$ cat src/rtl/attr_pingpong_ram.sv
// Two-bank attribute store: the host fills one bank while dtp reads the other.
// Banks are handed over in fill order and returned by the dtp switch pulse.
module attr_pingpong_ram #(
    parameter int THSH_WIDTH = 16,
    parameter int ATTR_WIDTH = 5,
    parameter int N_ATTR     = 32
) (
    input  logic                  clk,
    input  logic                  rst_n,
    input  logic                  i_samp_vld,
    input  logic [THSH_WIDTH-1:0] i_samp_data,
    output logic                  o_samp_rdy,
    input  logic                  i_stream_end,
    input  logic [ATTR_WIDTH-1:0] i_attr_ram_sel,
    output logic [THSH_WIDTH-1:0] o_attr_ram_dout,
    input  logic                  i_att_ram_switch,
    output logic                  o_is_att_ram_avai,
    output logic                  o_is_sample_done
);

    localparam logic [ATTR_WIDTH-1:0] LAST_IDX = ATTR_WIDTH'(N_ATTR - 1);

    logic [THSH_WIDTH-1:0] mem [2][N_ATTR];

    logic [1:0]            full;
    logic                  wbank;
    logic                  rbank;
    logic [ATTR_WIDTH-1:0] wr_idx;
    logic                  end_seen;

    logic xfer;
    logic discard;
    logic release_rd;

    assign o_samp_rdy        = !full[wbank];
    assign o_is_att_ram_avai = full[rbank];
    assign o_is_sample_done  = end_seen && (full == 2'b00) && (wr_idx == '0);

    assign xfer       = i_samp_vld && o_samp_rdy;
    assign discard    = i_stream_end && (wr_idx != '0);
    assign release_rd = i_att_ram_switch && full[rbank];

    // Words of a partial sample that is later discarded land in an empty bank
    // and are simply overwritten by the next fill.
    always_ff @(posedge clk) begin
        if (xfer) begin
            mem[wbank][wr_idx] <= i_samp_data;
        end
    end

    always_ff @(posedge clk or negedge rst_n) begin
        if (!rst_n) begin
            full     <= 2'b00;
            wbank    <= 1'b0;
            rbank    <= 1'b0;
            wr_idx   <= '0;
            end_seen <= 1'b0;
        end else begin
            if (discard) begin
                wr_idx <= '0;
            end else if (xfer) begin
                if (wr_idx == LAST_IDX) begin
                    wr_idx      <= '0;
                    full[wbank] <= 1'b1;
                    wbank       <= ~wbank;
                end else begin
                    wr_idx <= wr_idx + 1'b1;
                end
            end

            // Only a full bank is released and only an empty bank is filled,
            // so this never collides with the fill-completion write above.
            if (release_rd) begin
                full[rbank] <= 1'b0;
                rbank       <= ~rbank;
            end

            if (i_stream_end) begin
                end_seen <= 1'b1;
            end else if (xfer) begin
                end_seen <= 1'b0;
            end
        end
    end

    always_ff @(posedge clk or negedge rst_n) begin
        if (!rst_n) begin
            o_attr_ram_dout <= '0;
        end else if (32'(i_attr_ram_sel) >= N_ATTR) begin
            o_attr_ram_dout <= '0;
        end else begin
            o_attr_ram_dout <= mem[rbank][i_attr_ram_sel];
        end
    end

endmodule

$ cat config.mk
export PLATFORM = sky130hd
export DESIGN_NAME = attr_pingpong_ram
export DESIGN_NICKNAME = d
export VERILOG_FILES = /design/src/rtl/attr_pingpong_ram.sv
export SDC_FILE = /design/constraint.sdc
export NUM_CORES = 1
export LEC_CHECK = 0
export CAP_MARGIN = 20
export CORE_ASPECT_RATIO = 1.25
export CORE_MARGIN = 4
export CORE_UTILIZATION = 60
export CTS_CLUSTER_DIAMETER = 80
export CTS_CLUSTER_SIZE = 16
export DETAILED_ROUTE_END_ITERATION = 10
export PLACE_DENSITY = 0.77
export RECOVER_POWER = 25
export SKIP_LAST_GASP = 1
export SYNTH_ARGS = -nofsm -noshare
export SYNTH_HDL_FRONTEND = slang
export SYNTH_SLANG_ARGS = --single-unit
$ cat constraint.sdc
create_clock -name clk -period 3.75 [get_ports clk]
set_input_delay 0.5625 -clock clk [delete_from_list [all_inputs] [get_ports clk]]
set_output_delay 0.5625 -clock clk [all_outputs]
set_load 0.01 [all_outputs]
# Yosys cells after proc, flatten, opt, wreduce, memory -nomap -nowiden
# Memories as Yosys holds them, arrays and structs flattened.
# Index checks and enable logic that the tools add are counted.
# W data, S select, Z words.
[totals] latchBits=0 in_bits=26 ram_bits=1024 rom_bits=0 wordCells=63 mem_count=1 register_bits=26
[op_classes] bitwise=8 n_mux=24 n_reduce_logical=15 n_mul=0 div_mod_pow=0 eq_ne=1 magnitude_cmp=7 shifts=0 n_addsub=1
[memory_table] name="mem" words=2 width=512 read_ports=1 rd_clocked_by_memory_dff=0 write_ports=1 line="23" rtl="logic [THSH_WIDTH-1:0] mem [2][N_ATTR];"
[op_table] op="$mux W512" count=1
[op_table] op="$bmux W16 S5" count=1
[op_table] op="$demux W16 S5" count=1
[op_table] op="$mux W16" count=3
[op_table] op="$mux W5" count=3
[op_table] op="$ge A6 B6 Y1 const B" count=2
[op_table] op="$not A5 Y6" count=2
[op_table] op="$mux W1" count=9
[op_table] op="$logic_and A1 B1 Y1" count=8
[op_table] op="$mux W2" count=4
[op_table] op="$lt A6 B1 Y1 const B" count=1
[op_table] op="$add A5 B1 Y5 const B" count=1
[op_table] op="$eq A5 B5 Y1 const B" count=1
[op_table] op="$logic_not A5 Y1" count=1
[op_table] op="$reduce_bool A5 Y1" count=1
[op_table] op="$lt A1 B2 Y1 const B" count=2
[op_table] op="$reduce_bool A2 Y1" count=2
[op_table] op="$not A1 Y1" count=3
[op_table] op="$reduce_and A3 Y1" count=1
[op_table] op="$and A2 B2 Y2" count=1
[op_table] op="$demux W1 S1" count=2
[op_table] op="$ge A1 B1 Y1 const B" count=2
[op_table] op="$logic_not A2 Y1" count=1
[op_table] op="$not A2 Y2" count=1
[op_table] op="2 further kinds" count=2

# Longest topological paths before layout
[depth] ltp_word=10 mapped_depth=9

# Worst setup path after synthesis
# OpenSTA, ideal clock, no wires.
[synth_timing] path_type="register -> register" startpoint="register wbank" endpoint="memory mem[0][48] (netlist bit) (enable)" period_less_slack_ns=2.468 arrival_time_ns=2.079 setup_slack_ns=1.282 n_path_buf=0 t_required_ns=3.361 path_stages_with_launch=6 cell_sequence="dfrtp_1 mux2i_1 nand2_1 nor2_1 nand2_1 nor2_1"
[synth_between] elab_chain_cells=6
[synth_rtl] element="start, declared" line="26" rtl="logic wbank;"
[synth_rtl] element="start signal, assigned" line="65" rtl="wbank <= ~wbank;"
[synth_rtl] element="$mux W1 (implied by the code) (2 in a row)" line="35" rtl="assign o_samp_rdy = !full[wbank];"
[synth_rtl] element="$logic_not A1 Y1" line="35"
[synth_rtl] element="via o_samp_rdy" line="12" rtl="output logic o_samp_rdy,"
[synth_rtl] element="$logic_and A1 B1 Y1" line="39" rtl="assign xfer = i_samp_vld && o_samp_rdy;"
[synth_rtl] element="$mux W1" line="46" rtl="if (xfer) begin"
[synth_rtl] element="$mux W512 (implied by the code)" line="47" rtl="mem[wbank][wr_idx] <= i_samp_data;"
[synth_rtl] element="end, declared" line="23"
# The timed path passes the listed nets, and every way through them passes these cells. The select of a mux whose other input is x is not followed.

# Worst setup path in the final report
[layout_timing] startpoint="register rbank" endpoint="output o_is_att_ram_avai"
[layout_between] elab_chain_cells=2
[layout_rtl] element="start, declared" line="27" rtl="logic rbank;"
[layout_rtl] element="start signal, assigned" line="75" rtl="rbank <= ~rbank;"
[layout_rtl] element="$mux W1 (implied by the code) (2 in a row)" line="36" rtl="assign o_is_att_ram_avai = full[rbank];"
[layout_rtl] element="end, declared" line="17" rtl="output logic o_is_att_ram_avai,"
# Every way passes these cells. The select of a mux whose other input is x is not followed.

==> qor_table.md <==
| Metric | Reported |
| --- | --- |
| Average wire per cell in the routed design | 32.4 µm |
| Share of the clock period used by the worst path after layout | 88.6% |
| Maximum operating frequency | 301 MHz |
| Most repeated cell in the gate-level netlist after synthesis | sky130_fd_sc_hd__edfxtp_1 |
| Result of the run | finished with violations |
| Top area cells in the synthesized netlist | sky130_fd_sc_hd__edfxtp_1 76%, sky130_fd_sc_hd__mux4_2 11%, sky130_fd_sc_hd__mux2_2 2.9% |
| Total of endpoints with negative setup slack in the final report | 0 |
| Simple-Gate Fraction of Synth Area | 2.08% |
| Number of DRC markers after the initial detailed-route iteration | 2483 |
| Worst R2R Setup Slack | 0.47 ns |
| EDFF count, synth | 1024 |
| Final net count | 2041 |
| TritonCTS clock tree | done |
| Final TNS setup | 0 ns |
| Post-Route Skew | 0.0399 ns |
| Count of endpoints failing hold in the final timing report | 0 |
| Register clock-pin slew on the reported worst setup and hold paths | 0.07 ns |
| Compound-cell area share of the yosys netlist | 3.00% |
| Number of vias in the routed layout | 20000 |
| Most common flop cell mapped by yosys | sky130_fd_sc_hd__edfxtp_1 |
| Cells resized by post-CTS repair | 0 |
| Number of register bits inferred by synthesis | 1050 |
| Area share of the largest cell type after synthesis | 75.8% |
| Synth Cell Area | 40500 µm² |
| Area leader, netlist | sky130_fd_sc_hd__edfxtp_1 |
| Largest fanout on the critical path | 39 |
| Count of hold buffers inserted by post-cts repair | 0 |
| Async set-reset flop share out of synthesis | 2.48% |
| Global placement routability congestion | 0.873 |
| Arithmetic-cell share of the synthesized area counting full adders, half adders and majority gates | 0.154% |
| Leakage Power | 13.9 nW |
| Worst path required time | 3.19 ns |
| Detailed-route wire length | 95100 µm |
| Via count of the first global-routing pass | 20300 |
| Parity-gate share of the synthesized area counting xor and xnor cells | 0.0648% |
| Type of origin of the critical path | flip-flop |
| Share of post-route cells with drive strength above 1 | 26.9% |
| Max-slew violation count | 546 |
| Placeable Area | 67000 µm² |
| Num CTS Buffers | 76 |
| Sequential cell area fraction in the yosys report | 77.4% |
| Number of H-tree levels | 3 |
| Die Y | 299 µm |
| Clock insertion delay at the later pin of the skew report | 0.64 ns |
| Top-level port count | 45 |
| Count of maximum capacitance violations | 13 |
| Endpoint type of the worst setup path | output port |
| Site Rows | 106 |
| Violations in the final reports | capacitance limit, slew limit |
| Multi-input gate area | 8440 µm² |
| Max-slew headroom at the worst pin | -98.1% |
| Number of antenna-violating nets in the routed design | 0 |
| Final non-filler cell total | 2933 |
| Post-detailed-route DRC marker count | 0 |
| # placed instances | 2793 |
| Number of warnings printed during yosys synthesis | 0 |
| Maximum VDD drop | 0.322 mV |
| Fill cell total of the finished layout | 4079 |
| Initial antenna violation count | 4 |
| Count of buffers from port buffering | 44 |
| Layout-stage area growth over the synthesis result | 10.0% |
| Cell at the root of the clock tree | sky130_fd_sc_hd__clkbuf_16 |
| Power density relative to cell area | 498 nW/µm² |
| Number of distinct library cells after synthesis | 53 |
| Avg Cell Area, Syn | 21.9 µm² |
| Combined global-route utilization of all metal layers | 26.9% |
| WP data arrival | 2.76 ns |
| Seq. cell area | 31400 µm² |
| DP Wirelength | 58100 µm |
| Initial Util | 60.5% |
| Clock Sinks | 1050 |
| Transition time at the pin with the least slew margin | 2.97 ns |
| Top cells by instance count after synthesis | 1024 x sky130_fd_sc_hd__edfxtp_1, 205 x sky130_fd_sc_hd__mux4_2, 106 x sky130_fd_sc_hd__mux2_2 |
| First-pass GRT wire length | 140000 µm |
| Setup repair after global routing missed its margin | false |
| Max Root-Sink Buffers | 3 |
| Classification of the worst setup path | flip-flop to output port |
| Final critical-path required period | 3.32 ns |
| Post-synthesis instance total | 1850 |
| Vias per std cell | 6.82 |
| Number of iterations in the first detailed-routing pass | 5 |
| Post-synthesis mux area share | 15.5% |
| Maximum number of pins on one net before global-route repair | 87 |
| Number of nets produced by synthesis | 1881 |
| Hold Crit Class | input port to flip-flop |
| Post-CTS setup buffer count | 0 |
| Dominant combinational cell family by area after synthesis | multiplexers |
| Width of the die | 241 µm |
| Die area | 71800 µm² |
| Aggregate global routing overflow | 0 |
## area by class of cell
class	instances	share of cell area, %
Sequential cell	1050	70.4
Clock buffer	123	4.75
Inverter	3	0.0252
Multi-Input combinational cell	693	18.9
Antenna cell	6	0.0337
Timing Repair Buffer	186	3.28
Clock inverter	8	0.182
Tap cell	864	2.42
## path summary, 6_finish.rpt
check	startpoint	endpoint	cells after the start
hold reg to reg	end_seen$_DFFE_PN0P_	end_seen$_DFFE_PN0P_	1
min in group asynchronous	rst_n	o_attr_ram_dout[2]$_DFF_PN0_	1
setup / recovery	rbank$_DFFE_PN0P_	o_is_att_ram_avai	3
setup reg to reg	rbank$_DFFE_PN0P_	o_attr_ram_dout[3]$_DFF_PN0_	7
max in group asynchronous	rst_n	rbank$_DFFE_PN0P_	1
hold / removal	i_samp_data[10]	mem[0][298]$_DFFE_PP_	1
## metrics by stage
step / setup slack, ns / power [mW] / cell area, µm² / utilization [%] / hold WS [ns]
3_3_place_gp: 0.528 / 14.7 / 42400 / 63.3 / 0.451
2_1_floorplan: 1.28 / 14.1 / 40500 / - / 0.267
5_1_grt: 0.350 / 22.9 / 44600 / 66.6 / 0.279
4_1_cts: 0.395 / 22.3 / 44600 / 66.6 / 0.0303
6_report: 0.428 / 22.2 / 44600 / 66.6 / 0.291
3_5_place_dp: 0.534 / 14.7 / 42400 / 63.3 / 0.467
## layout by cell type, fill, tap and decap left out, drive strengths merged, types with 23 or more instances in the layout
master / n
clkbuf: 141
edfxtp: 1024
nor2: 73
clkdlybuf4s50: 23
o22ai: 70
nand2: 27
buf: 145
mux2: 122
mux4: 212
dfrtp: 26
## worst max-delay path, cell delays in order, from the launching register on
cell and delay (ns):
sky130_fd_sc_hd__dfrtp_4 1.00, sky130_fd_sc_hd__buf_4 0.30, sky130_fd_sc_hd__mux2_2 0.34, sky130_fd_sc_hd__clkdlybuf4s50_1 0.48
## sequential cells by signal, indices dropped and copies added, names as in the netlist
register,flops
mem,1024
o_attr_ram_dout,16
wr_idx,5
full,2
end_seen,1
rbank,1
wbank,1
## power by group
group          leakage (nW)  internal [mW]  switching, mW
logic                  3.33          0.458          0.868
clock network          1.05           3.90           3.80
registers              9.53           13.1         0.0964
## cell families after synthesis
family | after synthesis
buf+inv | 107
simple gates | 171
fa+ha+maj | 5
mux | 345
xor+xnor | 3
compound gates | 169
flops | 1050
## layer usage
layer	share of wire [%]	global-route usage, %	wire length [µm]	vias to the layer above
met3	8.6	4.29	8160	231
met2	50	43.5	47800	1130
met5	0.0074	0	7	-
li1	-	-	-	8108
met4	5.4	12.7	5140	2
met1	36	36.7	34000	10500
Power figures use the tool's default switching activity.
